--- src/rtl/rpsc_pkg.sv ---
// Shared constants and types for the RPSC card 3 input/interlock modules.
// Latency: n/a (types and constants only).
// Backpressure: n/a.
package rpsc_pkg;

   localparam int RPSC_N_CH     = 16;
   localparam int RPSC_TICK_DIV = 500;
   localparam int RPSC_FILT_CNT = 8;

   typedef logic [$clog2(RPSC_N_CH)-1:0] ch_id_t;

   // Bits needed to hold the values 0..n-1, never less than one bit.
   function automatic int bits_for(input int n);
      return (n > 1) ? $clog2(n) : 1;
   endfunction

endpackage

--- src/rtl/rpsc_debounce_ch.sv ---
// One channel: 2-flop synchroniser, tick-sampled debounce counter, filtered level.
// Latency: 2 clk sync + up to FILT_CNT sample ticks; filt changes the cycle after the accepting tick.
// Backpressure: none, free-running.
module rpsc_debounce_ch
   import rpsc_pkg::*;
#(
   parameter int FILT_CNT = RPSC_FILT_CNT
) (
   input  logic clk,
   input  logic reset,
   input  logic raw,
   input  logic sample_tick,
   output logic filt
);

   localparam int               CNT_W    = bits_for(FILT_CNT);
   localparam logic [CNT_W-1:0] CNT_LAST = CNT_W'(FILT_CNT - 1);

   logic             sync_meta;
   logic             sync;
   logic [CNT_W-1:0] cnt;

   // Bring the asynchronous input into the clk domain.
   always_ff @(posedge clk) begin
      if (reset) begin
         sync_meta <= 1'b0;
         sync      <= 1'b0;
      end else begin
         sync_meta <= raw;
         sync      <= sync_meta;
      end
   end

   // Count consecutive disagreeing ticks; any agreeing tick restarts the count.
   always_ff @(posedge clk) begin
      if (reset) begin
         cnt  <= '0;
         filt <= 1'b0;
      end else if (sample_tick) begin
         if (sync == filt) begin
            cnt <= '0;
         end else if (cnt == CNT_LAST) begin
            filt <= sync;
            cnt  <= '0;
         end else begin
            cnt <= cnt + 1'b1;
         end
      end
   end

endmodule

--- src/rtl/rpsc_input_filter.sv ---
// Input conditioning for RPSC card 3: per-channel debounce, rise pulses, first-fault capture.
// Latency: filt_out = 2 clk + up to TICK_DIV + (FILT_CNT-1)*TICK_DIV; rise +1; first fault +1 more.
// Backpressure: none, free-running; fault_clr is a single-cycle pulse.
module rpsc_input_filter
   import rpsc_pkg::*;
#(
   parameter int              N_CH       = RPSC_N_CH,
   parameter int              TICK_DIV   = RPSC_TICK_DIV,
   parameter int              FILT_CNT   = RPSC_FILT_CNT,
   parameter logic [N_CH-1:0] FAULT_MASK = '1
) (
   input  logic                    clk,
   input  logic                    reset,
   input  logic [N_CH-1:0]         raw_in,
   input  logic                    fault_clr,
   output logic [N_CH-1:0]         filt_out,
   output logic [N_CH-1:0]         rise_pulse,
   output logic                    sample_tick,
   output logic                    settled,
   output logic                    first_fault_valid,
   output logic [$clog2(N_CH)-1:0] first_fault_id
);

   localparam int                ID_W      = $clog2(N_CH);
   localparam int                PCNT_W    = bits_for(TICK_DIV);
   localparam int                TCNT_W    = bits_for(FILT_CNT + 1);
   localparam logic [PCNT_W-1:0] PCNT_LAST = PCNT_W'(TICK_DIV - 1);
   localparam logic [TCNT_W-1:0] TCNT_FULL = TCNT_W'(FILT_CNT);

   logic [PCNT_W-1:0] pcnt;
   logic [TCNT_W-1:0] tcnt;
   logic [N_CH-1:0]   filt_q;
   logic [N_CH-1:0]   masked_rise;
   logic [ID_W-1:0]   low_id;

   // Gated by reset so that a TICK_DIV of 1 still shows no tick while held in reset.
   assign sample_tick = ~reset & (pcnt == PCNT_LAST);
   assign settled     = (tcnt == TCNT_FULL);
   assign masked_rise = rise_pulse & FAULT_MASK;

   // Prescaler: wraps at TICK_DIV-1.
   always_ff @(posedge clk) begin
      if (reset || pcnt == PCNT_LAST) begin
         pcnt <= '0;
      end else begin
         pcnt <= pcnt + 1'b1;
      end
   end

   // Tick counter since reset, saturating at FILT_CNT.
   always_ff @(posedge clk) begin
      if (reset) begin
         tcnt <= '0;
      end else if (sample_tick && tcnt != TCNT_FULL) begin
         tcnt <= tcnt + 1'b1;
      end
   end

   for (genvar g = 0; g < N_CH; g++) begin : g_ch
      rpsc_debounce_ch #(
         .FILT_CNT (FILT_CNT)
      ) u_ch (
         .clk         (clk),
         .reset       (reset),
         .raw         (raw_in[g]),
         .sample_tick (sample_tick),
         .filt        (filt_out[g])
      );
   end

   // Registered 0->1 edge detect on the filtered levels.
   always_ff @(posedge clk) begin
      if (reset) begin
         filt_q     <= '0;
         rise_pulse <= '0;
      end else begin
         filt_q     <= filt_out;
         rise_pulse <= filt_out & ~filt_q;
      end
   end

   // Lowest-index eligible rise wins when several channels rise together.
   always_comb begin
      low_id = '0;
      for (int i = N_CH - 1; i >= 0; i--) begin
         if (masked_rise[i]) begin
            low_id = ID_W'(i);
         end
      end
   end

   // First-fault record; a clear coinciding with a new rise still captures it.
   always_ff @(posedge clk) begin
      if (reset) begin
         first_fault_valid <= 1'b0;
         first_fault_id    <= '0;
      end else if ((!first_fault_valid || fault_clr) && (|masked_rise)) begin
         first_fault_valid <= 1'b1;
         first_fault_id    <= low_id;
      end else if (fault_clr) begin
         first_fault_valid <= 1'b0;
      end
   end

endmodule

--- config.mk ---
export PLATFORM = sky130hd
export DESIGN_NAME = rpsc_input_filter
export DESIGN_NICKNAME = d
export VERILOG_FILES = /design/src/rtl/rpsc_pkg.sv /design/src/rtl/rpsc_debounce_ch.sv /design/src/rtl/rpsc_input_filter.sv
export SDC_FILE = /design/constraint.sdc
export NUM_CORES = 1
export LEC_CHECK = 0
export CAP_MARGIN = 5
export CORE_MARGIN = 5
export CORE_UTILIZATION = 60
export CTS_BUF_LIST = sky130_fd_sc_hd__clkbuf_4 sky130_fd_sc_hd__clkbuf_8 sky130_fd_sc_hd__clkbuf_16
export DETAILED_ROUTE_END_ITERATION = 10
export PLACE_DENSITY = 0.84
export SLEW_MARGIN = 20
export SYNTH_ARGS = -nofsm -noshare
export SYNTH_HDL_FRONTEND = slang
export SYNTH_SLANG_ARGS = --single-unit
--- constraint.sdc ---
create_clock -name clk -period 4.4 [get_ports clk]
set_clock_uncertainty 0.2 [all_clocks]
set_input_delay 0.88 -clock clk [delete_from_list [all_inputs] [get_ports clk]]
set_output_delay 0.88 -clock clk [all_outputs]
set_load 0.05 [all_outputs]
==> metrics list, run 1 <==
- Multiplexer fraction of the synthesized cell area: 2.42%
- The initial antenna violation count came to 0.
- The routed design could run at a clock period as short as 3.26 ns.
* FF-to-FF End: g_ch[6].u_ch.cnt[0]$_SDFFE_PP0P_
* Die width: 107 um
* Top sig layer: met4
- In this run the power spent charging and discharging nets is 0.544 mW.
* Data arrival at the endpoint of the critical path: 2.18 ns
* Final setup violation count: 0
- Total count of max-transition violations in the final report: 0
* Chip height: 107 um
* Root Buffer Master: sky130_fd_sc_hd__clkbuf_8
- Of the total synthesized cell area, the portion taken by XOR and XNOR cells is 3.45%.
* Largest net degree at the start of global routing: 65
- After clock tree synthesis, the clock-pin slew on the worst setup and hold paths is 0.06 ns.
* Maximum fanout along the worst path: 29
- In this run, the clock network consumes 50.4% of the power.
- The wire-length estimate of the detail-placed layout is 7.07 mm.
* Post-synthesis adder-cell area fraction: 7.83%
- Number of remaining DRC errors: 0
- Post-synthesis instance total: 518
* Beginning of the worst hold path: filt_q[15]$_SDFF_PP0_
- Of all flip-flops after synthesis, the portion carrying an async set or reset was 0%.
- In the synthesized netlist the dominant register cell turns out to be sky130_fd_sc_hd__dfxtp_1.
- The routed layout has 3811 vias.
- The worst register-to-register path begins at pcnt[0]$_SDFF_PP0_.
* Effective utilization at floorplan: 61.1%
- Path type of the worst setup path: flip-flop to output pin
- Slowest CP cell: sky130_fd_sc_hd__dfxtp_1
- Final Hold Viols: 0
- Counting the buffers created by CTS gives 17.
- Final Hold Slack: 0.182 ns
* Wire length reported by the detailed router: 11.1 mm
* Post-layout nets: 614
- Buffers from clock root to sink, at most: 2
- Adding up every negative setup slack in the final design gives 0 ns.
- Total power of the final layout: 2.83 mW
- For the worst setup path, the data required time is 3.32 ns.
- The first global-routing pass estimated 18.2 mm of wire.
* Sink count of the clock tree: 146
- Setup repair after global routing missed its margin: no
- STA classifies the critical path endpoint as an output pin.
- Measured on the finished design, the core utilization comes to 73.3%.
* Fill cell count: 598
* Post-CTS setup buffers: 0
- Post-Synthesis Net Count: 572
- The share of the Yosys chip area taken by registers is 52.3%.
* Routed length on met3: 630 um
- Kind of start point of the critical path: flip-flop
- On the worst path, the slowest cell contributes a delay of 0.37 ns.
- Core box area: 0.00915 sq mm
* Critical Path, Cell by Cell: ha_1 -> and4_4 -> nand4b_2 -> inv_1 -> buf_4 -> buf_12
- After routing the design area is 0.00671 sq mm.
* PostCTS Resize Cnt: 0
- Warnings, synthesis: 0
- Achievable Freq: 0.307 GHz
* Distinct cell type count after synthesis: 45
- Fraction of power spent switching nets: 19.2%
- Number of DRC markers after the initial detailed-route iteration: 197
- Smallest setup slack after layout: 1.14 ns
- Hold crit path type: flip-flop to flip-flop
* Placer Congestion: 0.894
- Cell internal pwr: 2.29 mW
- Post-Syn Area: 0.00559 sq mm
* Overall track demand over capacity in global routing: 20.3%
* Share of power burned in combinational logic: 2.1%
- Antenna Violating Nets Remaining: 0
* End point of the worst hold path: rise_pulse[15]$_SDFF_PP0_
* Routed met1 length: 4.84 mm
* I/O pin count: 58
- Post-DR wirelength/cell: 16.3 um
- The H-tree generated during clock tree synthesis spans 4 levels.
* Fraction of layout cells with a size suffix above 1: 12.4%
- Number of synthesized register bits: 146
- Row count: 35
- The pre-antenna-repair detailed-routing pass consisted of 4 iterations.
- Detailed routing placed a total of 5.43 mm of wire on met2.
- In the routed layout, each cell is associated on average with a via count of 5.59.
- After detailed placement, the design holds a cell count of 652.
- Synthesized-area fraction occupied by and/or/nand/nor cells: 15.9%
* CTS tree: done
- Dividing the synthesized area by the synthesized cell count gives 10.8 sq um.
* Result of the run: finished, final reports clean
* Setup slack, reg-to-reg: 2.00 ns
- In this run, synthesis inferred 0 flip-flops with an integrated enable.
- Summing all placed instances gives a cell area of 0.00612 sq mm.
- Setup slack after placement: 1.43 ns
- The number of global-route vias before repair is 3900.
- For this design the static power due to leakage is 2.90 nW.
- Along the worst hold path, the cell count comes to 1.
* Worst-case headroom to the max-slew limit: 33.1%
- After synthesis, the largest family of logic cells by area is simple AND/OR/NAND/NOR gates.
- Synth-to-layout area growth: 20.0%
* Port Buffers: 57
- Power spread over the standard cell area amounts to 422 mW/mm^2.
- Post-Layout Cell Count: 682
- The floorplan step defined a die boundary enclosing 0.0113 sq mm.
- Antenna diode instance count: 0
- Max-capacitance violation count: 0
- The share of total power dissipated in sequential elements is 47.5%.
- Share of the clock period used by the worst path: 74.1%
- Worst-skew pair later-pin latency: 0.51 ns
* Logic depth of the worst register-to-register path: 6
- The synthesized netlist devotes 13.0% of its cell area to compound gates.
- Hold bufs inserted after CTS: 0
* GRT overflow: 0
- Slew @ Worst Pin: 1.00 ns
- The worst-case IR drop observed on VDD is 0.280 mV.
[per-layer routing]
layer	vias up	global-route usage, %
li1	1856	-
met1	1810	24.3
met2	118	33.8
met3	27	5.95
met4	0	8.77
met5	-	0
[synth_stat cells (3+ instances only)]
library cell,number,area (sq um)
sky130_fd_sc_hd__buf_4,18,135
sky130_fd_sc_hd__xnor2_1,18,158
sky130_fd_sc_hd__or3_1,3,18.8
sky130_fd_sc_hd__clkbuf_1,12,45.0
sky130_fd_sc_hd__nor4_1,6,37.5
sky130_fd_sc_hd__a22o_1,33,289
sky130_fd_sc_hd__a31o_2,11,96.3
sky130_fd_sc_hd__a21oi_1,19,95.1
sky130_fd_sc_hd__nor2_1,46,173
sky130_fd_sc_hd__mux2_2,6,67.6
sky130_fd_sc_hd__buf_2,5,25.0
sky130_fd_sc_hd__mux2_1,6,67.6
sky130_fd_sc_hd__nand2b_1,15,93.8
sky130_fd_sc_hd__o41ai_2,9,146
sky130_fd_sc_hd__nand2_1,19,71.3
sky130_fd_sc_hd__ha_1,35,438
sky130_fd_sc_hd__nand3_1,5,25.0
sky130_fd_sc_hd__nor2b_1,46,288
sky130_fd_sc_hd__nor3_1,10,50.1
sky130_fd_sc_hd__inv_1,15,56.3
sky130_fd_sc_hd__dfxtp_1,146,2920
sky130_fd_sc_hd__xor2_1,4,35.0
sky130_fd_sc_hd__o31ai_1,3,22.5
sky130_fd_sc_hd__o21ai_0,3,15.0
[placed cells by master (no fill, tap or decap), types with 9 or more instances in the layout]
cell type,synthesis,final
sky130_fd_sc_hd__a21oi_1,19,19
sky130_fd_sc_hd__o41ai_2,9,9
sky130_fd_sc_hd__nand2_1,19,19
sky130_fd_sc_hd__a22o_1,33,33
sky130_fd_sc_hd__clkdlybuf4s50_1,0,55
sky130_fd_sc_hd__a31o_2,11,11
sky130_fd_sc_hd__clkbuf_16,0,16
sky130_fd_sc_hd__nand2b_1,15,15
sky130_fd_sc_hd__inv_1,15,15
sky130_fd_sc_hd__ha_1,35,35
sky130_fd_sc_hd__nor2b_1,46,46
sky130_fd_sc_hd__nor2_1,46,46
sky130_fd_sc_hd__dfxtp_1,146,146
sky130_fd_sc_hd__nor3_1,10,10
sky130_fd_sc_hd__xnor2_1,18,18
[state kept, by name, summed over array words and instances, names as in the netlist]
| signal | cells |
|---|---|
| rise_pulse | 16 |
| first_fault_valid | 1 |
| tcnt | 4 |
| g_ch.u_ch.sync | 16 |
| first_fault_id | 4 |
| g_ch.u_ch.sync_meta | 16 |
| g_ch.u_ch.cnt | 48 |
| pcnt | 9 |
| filt_q | 16 |
| g_ch.u_ch.filt | 16 |
[logic make-up after synthesis]
logic type      count (synthesis)
compound gates                 86
xor+xnor                       22
flops                         146
buf+inv                        53
mux                            12
fa+ha+maj                      35
simple gates                  164
[worst max-delay path: cells and delay by family, from the launching register on]
kind,cells,cell delay (ns)
flip-flops,1,0.37
buffers and inverters,3,0.63
AND/OR/NAND/NOR,2,0.40
adder cells (fa/ha/maj),1,0.25
[layout make-up]
type	instances	area, sq um	share of cell area [%]
clock inverters	12	165	2.46
inverters	15	56.3	0.839
clock buffers	18	428	6.37
flip-flops and latches	146	2920	43.5
repair buffers	61	606	9.02
multi-input cells	319	2400	35.7
well taps	111	139	2.07
[power by group through the flow]
| stage | clock, mW | combinational, mW | sequential, mW |
|---|---|---|---|
| floorplan | 0 | 0.0354 | 1.37 |
| global placement | 0 | 0.0562 | 1.37 |
| detailed placement | 0 | 0.0583 | 1.38 |
| CTS | 1.45 | 0.0593 | 1.35 |
| global route | 1.51 | 0.0640 | 1.35 |
| finish | 1.43 | 0.0588 | 1.35 |
[how the worst max path moves through the flow]
stage,from,end,slack (ns),depth (start not counted)
5_1_grt,tcnt[1]$_SDFFE_PP0P_,settled,1.06,4
2_1_floorplan,reset,sample_tick,1.70,4
6_report,pcnt[0]$_SDFF_PP0_,sample_tick,1.14,6
3_3_place_gp,reset,g_ch[3].u_ch.cnt[0]$_SDFFE_PP0P_,1.50,6
3_5_place_dp,reset,g_ch[7].u_ch.cnt[0]$_SDFFE_PP0P_,1.43,6
4_1_cts,tcnt[0]$_SDFFE_PP0P_,settled,1.12,4
Power figures use the tool's default switching activity.
==> run 2: changes to the inputs <==
Settings changed: CORE_UTILIZATION 60 to 56, PLACE_DENSITY 0.84 to 0.79.
Clock period 4.4 ns to 3.2 ns, I/O delays scaled along.
==> metrics list, run 2 (synthesis gave the netlist of run 1 again) <==
- Counting flops per register, the top entry is g_ch.u_ch.cnt.
* Port Buffers: 57
- STA puts the critical path data required time at 2.36 ns.
- Power spread over the standard cell area amounts to 567 mW/mm^2.
* CP endpoint: settled
- At the end of routability-driven placement, the weighted congestion stood at 0.761.
- Average vias per placed instance: 5.34
* Hold crit path type: flip-flop to flip-flop
* Core box area: 0.00977 sq mm
* Number of remaining DRC errors: 0
- Part of the total power dissipated in the clock network: 49.5%
* Overall track demand over capacity in global routing: 19.4%
- Area of the multi-input gates: 0.00240 sq mm
- In the layout the commonest cells are sky130_fd_sc_hd__dfxtp_1 (146), sky130_fd_sc_hd__clkdlybuf4s50_1 (55), sky130_fd_sc_hd__nor2b_1 (46), sky130_fd_sc_hd__nor2_1 (46), sky130_fd_sc_hd__ha_1 (35).
* Max reg flops: 48
- After legalization and detailed placement, the total HPWL measured 7.10 mm.
- The first detailed-routing pass took 4 iterations.
- Wire length reported by the detailed router: 10.6 mm
- Routed met1 length: 4.53 mm
- Vias in the first global route: 3974
* Antenna diode instance count: 0
* Wire length of the first global-routing pass: 18.1 mm
* Final critical-path required period: 3.02 ns
- Post-CTS setup buffers: 0
- Fraction of layout cells with a size suffix above 1: 13.0%
- For this configuration, the core starts out at a cell density of 57.2%.
- Die width: 110 um
* Achievable Freq: 0.331 GHz
- The final layout contains 616 nets.
* Routed length on met3: 469 um
* Worst-skew pair later-pin latency: 0.51 ns
- The layout has 738 filler cells.
- Of the total power, registers draw 48.4%.
- Setup slack, reg-to-reg: 1.09 ns
- Inserted Clock Buffers: 17
* Fraction of power spent switching nets: 20.7%
* Final setup violation count: 0
- Total count of max-transition violations in the final report: 0
* Post-DR wirelength/cell: 14.9 um
- The clock drives 146 sinks.
* Kind of capture point of the worst setup path: output pin
- In this run the static leakage power is 2.91 nW.
- Area of the die: 0.0121 sq mm
- In this run the critical register-to-register path is captured at tcnt[0]$_SDFFE_PP0P_.
- Setup repair after global routing missed its margin: no
- Most common cell after layout, fill and taps aside: sky130_fd_sc_hd__dfxtp_1
- I/O pin count: 58
- TritonCTS built the clock tree.
- The analysis attributes to net switching a power of 0.792 mW.
- The highest layer touched by signal routing is met4.
- Excluding fillers, the count of instances in the completed layout stands at 708.
- Sum of met2 wire segment lengths after detailed routing: 5.50 mm
- Sequential standard cell area: 0.00292 sq mm
- Setup TNS: 0 ns
* Hold bufs inserted after CTS: 0
- Once detail routing completed, the nets flagged for antenna violations numbered 0.
- Cell internal pwr: 3.03 mW
- Kind of start point of the critical path: flip-flop
- Maximum fanout along the worst path: 6
- Number of antenna violations at the first check in global routing: 0
- Row count: 36
- Worst-case headroom to the max-slew limit: 63.4%
* Data arrival at the endpoint of the critical path: 2.18 ns
* Max-capacitance violation count: 0
- The slowest stage of the critical path is the sky130_fd_sc_hd__clkdlybuf4s50_1 cell.
* Result of the run: finished, final reports clean
- The critical path in this run is classified as flip-flop to output pin.
* PostCTS Resize Cnt: 0
- Largest net degree at the start of global routing: 38
- Logic depth of the worst register-to-register path: 6
- Chip height: 110 um
* Final Hold Slack: 0.182 ns
- Buffers from clock root to sink, at most: 2
- Deepest level of the CTS H-tree: 4
- At the pin with the least slew margin, the transition time is 0.548 ns.
* Via total after detailed routing: 3781
* FF-to-FF Start: pcnt[0]$_SDFF_PP0_
* GRT overflow: 0
- Critical Path, Cell by Cell: inv_1 -> ha_1 -> and3b_1 -> clkdlybuf4s50_1
* Root Buffer Master: sky130_fd_sc_hd__clkbuf_8
- In this design, the stage delay of the slowest critical-path cell is 0.85 ns.
- Crit path launch: tcnt[0]$_SDFFE_PP0P_
- Clock-pin slew was measured on the worst setup and hold paths at 0.06 ns.
- Across the VDD grid, the largest voltage drop is 0.328 mV.
* Final Hold Viols: 0
- The number of placed instances, taps included, is 676.
* Number of DRC markers after the initial detailed-route iteration: 216
- Synth-to-layout area growth: 20.7%
- Share of the clock period used by the worst path: 94.4%
- The share of total power dissipated in combinational logic is 2.1%.
-- run 2: changes by cell type in the layout (fill, tap and decap cells not counted), sizes merged --
cell	delta
clkinvlp	+1
bufinv	-2
buf	+2
clkbuf	+2
clkinv	-1
inv	+2
-- run 2: metrics by stage --
step | setup WS [ns] | util (%) | cell area (sq um) | total power [mW]
2_1_floorplan | 0.904 | - | 5590 | 1.94
3_3_place_gp | 0.783 | 63.2 | 6170 | 1.97
3_5_place_dp | 0.722 | 63.2 | 6170 | 1.97
4_1_cts | 0.164 | 69.1 | 6750 | 3.86
5_1_grt | 0.0807 | 69.1 | 6750 | 3.96
6_report | 0.179 | 69.1 | 6750 | 3.83
-- run 2: worst min path at each step --
stage	end	cells past startpoint	startpoint
floorplan	rise_pulse[0]$_SDFF_PP0_	1	filt_q[0]$_SDFF_PP0_
global placement	rise_pulse[6]$_SDFF_PP0_	1	filt_q[6]$_SDFF_PP0_
detailed placement	rise_pulse[6]$_SDFF_PP0_	1	filt_q[6]$_SDFF_PP0_
CTS	rise_pulse[6]$_SDFF_PP0_	1	filt_q[6]$_SDFF_PP0_
global route	rise_pulse[6]$_SDFF_PP0_	1	filt_q[6]$_SDFF_PP0_
finish	rise_pulse[13]$_SDFF_PP0_	1	filt_q[13]$_SDFF_PP0_
-- run 2: power by group through the flow --
stage / logic (mW) / registers [mW] / clock network [mW]
global route: 0.0904 / 1.85 / 2.02
floorplan: 0.0486 / 1.89 / 0
detailed placement: 0.0832 / 1.89 / 0
global placement: 0.0814 / 1.89 / 0
CTS: 0.0835 / 1.85 / 1.93
finish: 0.0820 / 1.85 / 1.89
-- run 2: per-layer routing --
layer  vias up  track usage (%)
met4         0             6.95
met5         -                0
met3         6             5.11
met1      1823             21.9
met2        78             34.9
li1       1874                -
-- run 2: worst max-delay path: cells and delay by family (launching register included) --
| family | cells | cell delay [ns] |
|---|---|---|
| buffers and inverters | 2 | 0.92 |
| flip-flops | 1 | 0.34 |
| AND/OR/NAND/NOR | 1 | 0.28 |
| adder cells (fa/ha/maj) | 1 | 0.14 |
-- run 2: area by class of cell --
| class | instances | share of cell area [%] |
|---|---|---|
| Clock inverter | 12 | 1.96 |
| Tap cell | 133 | 2.47 |
| Inverter | 15 | 0.834 |
| Timing Repair Buffer | 63 | 9.38 |
| Clock buffer | 20 | 6.56 |
| Sequential cell | 146 | 43.3 |
| Multi-Input combinational cell | 319 | 35.5 |
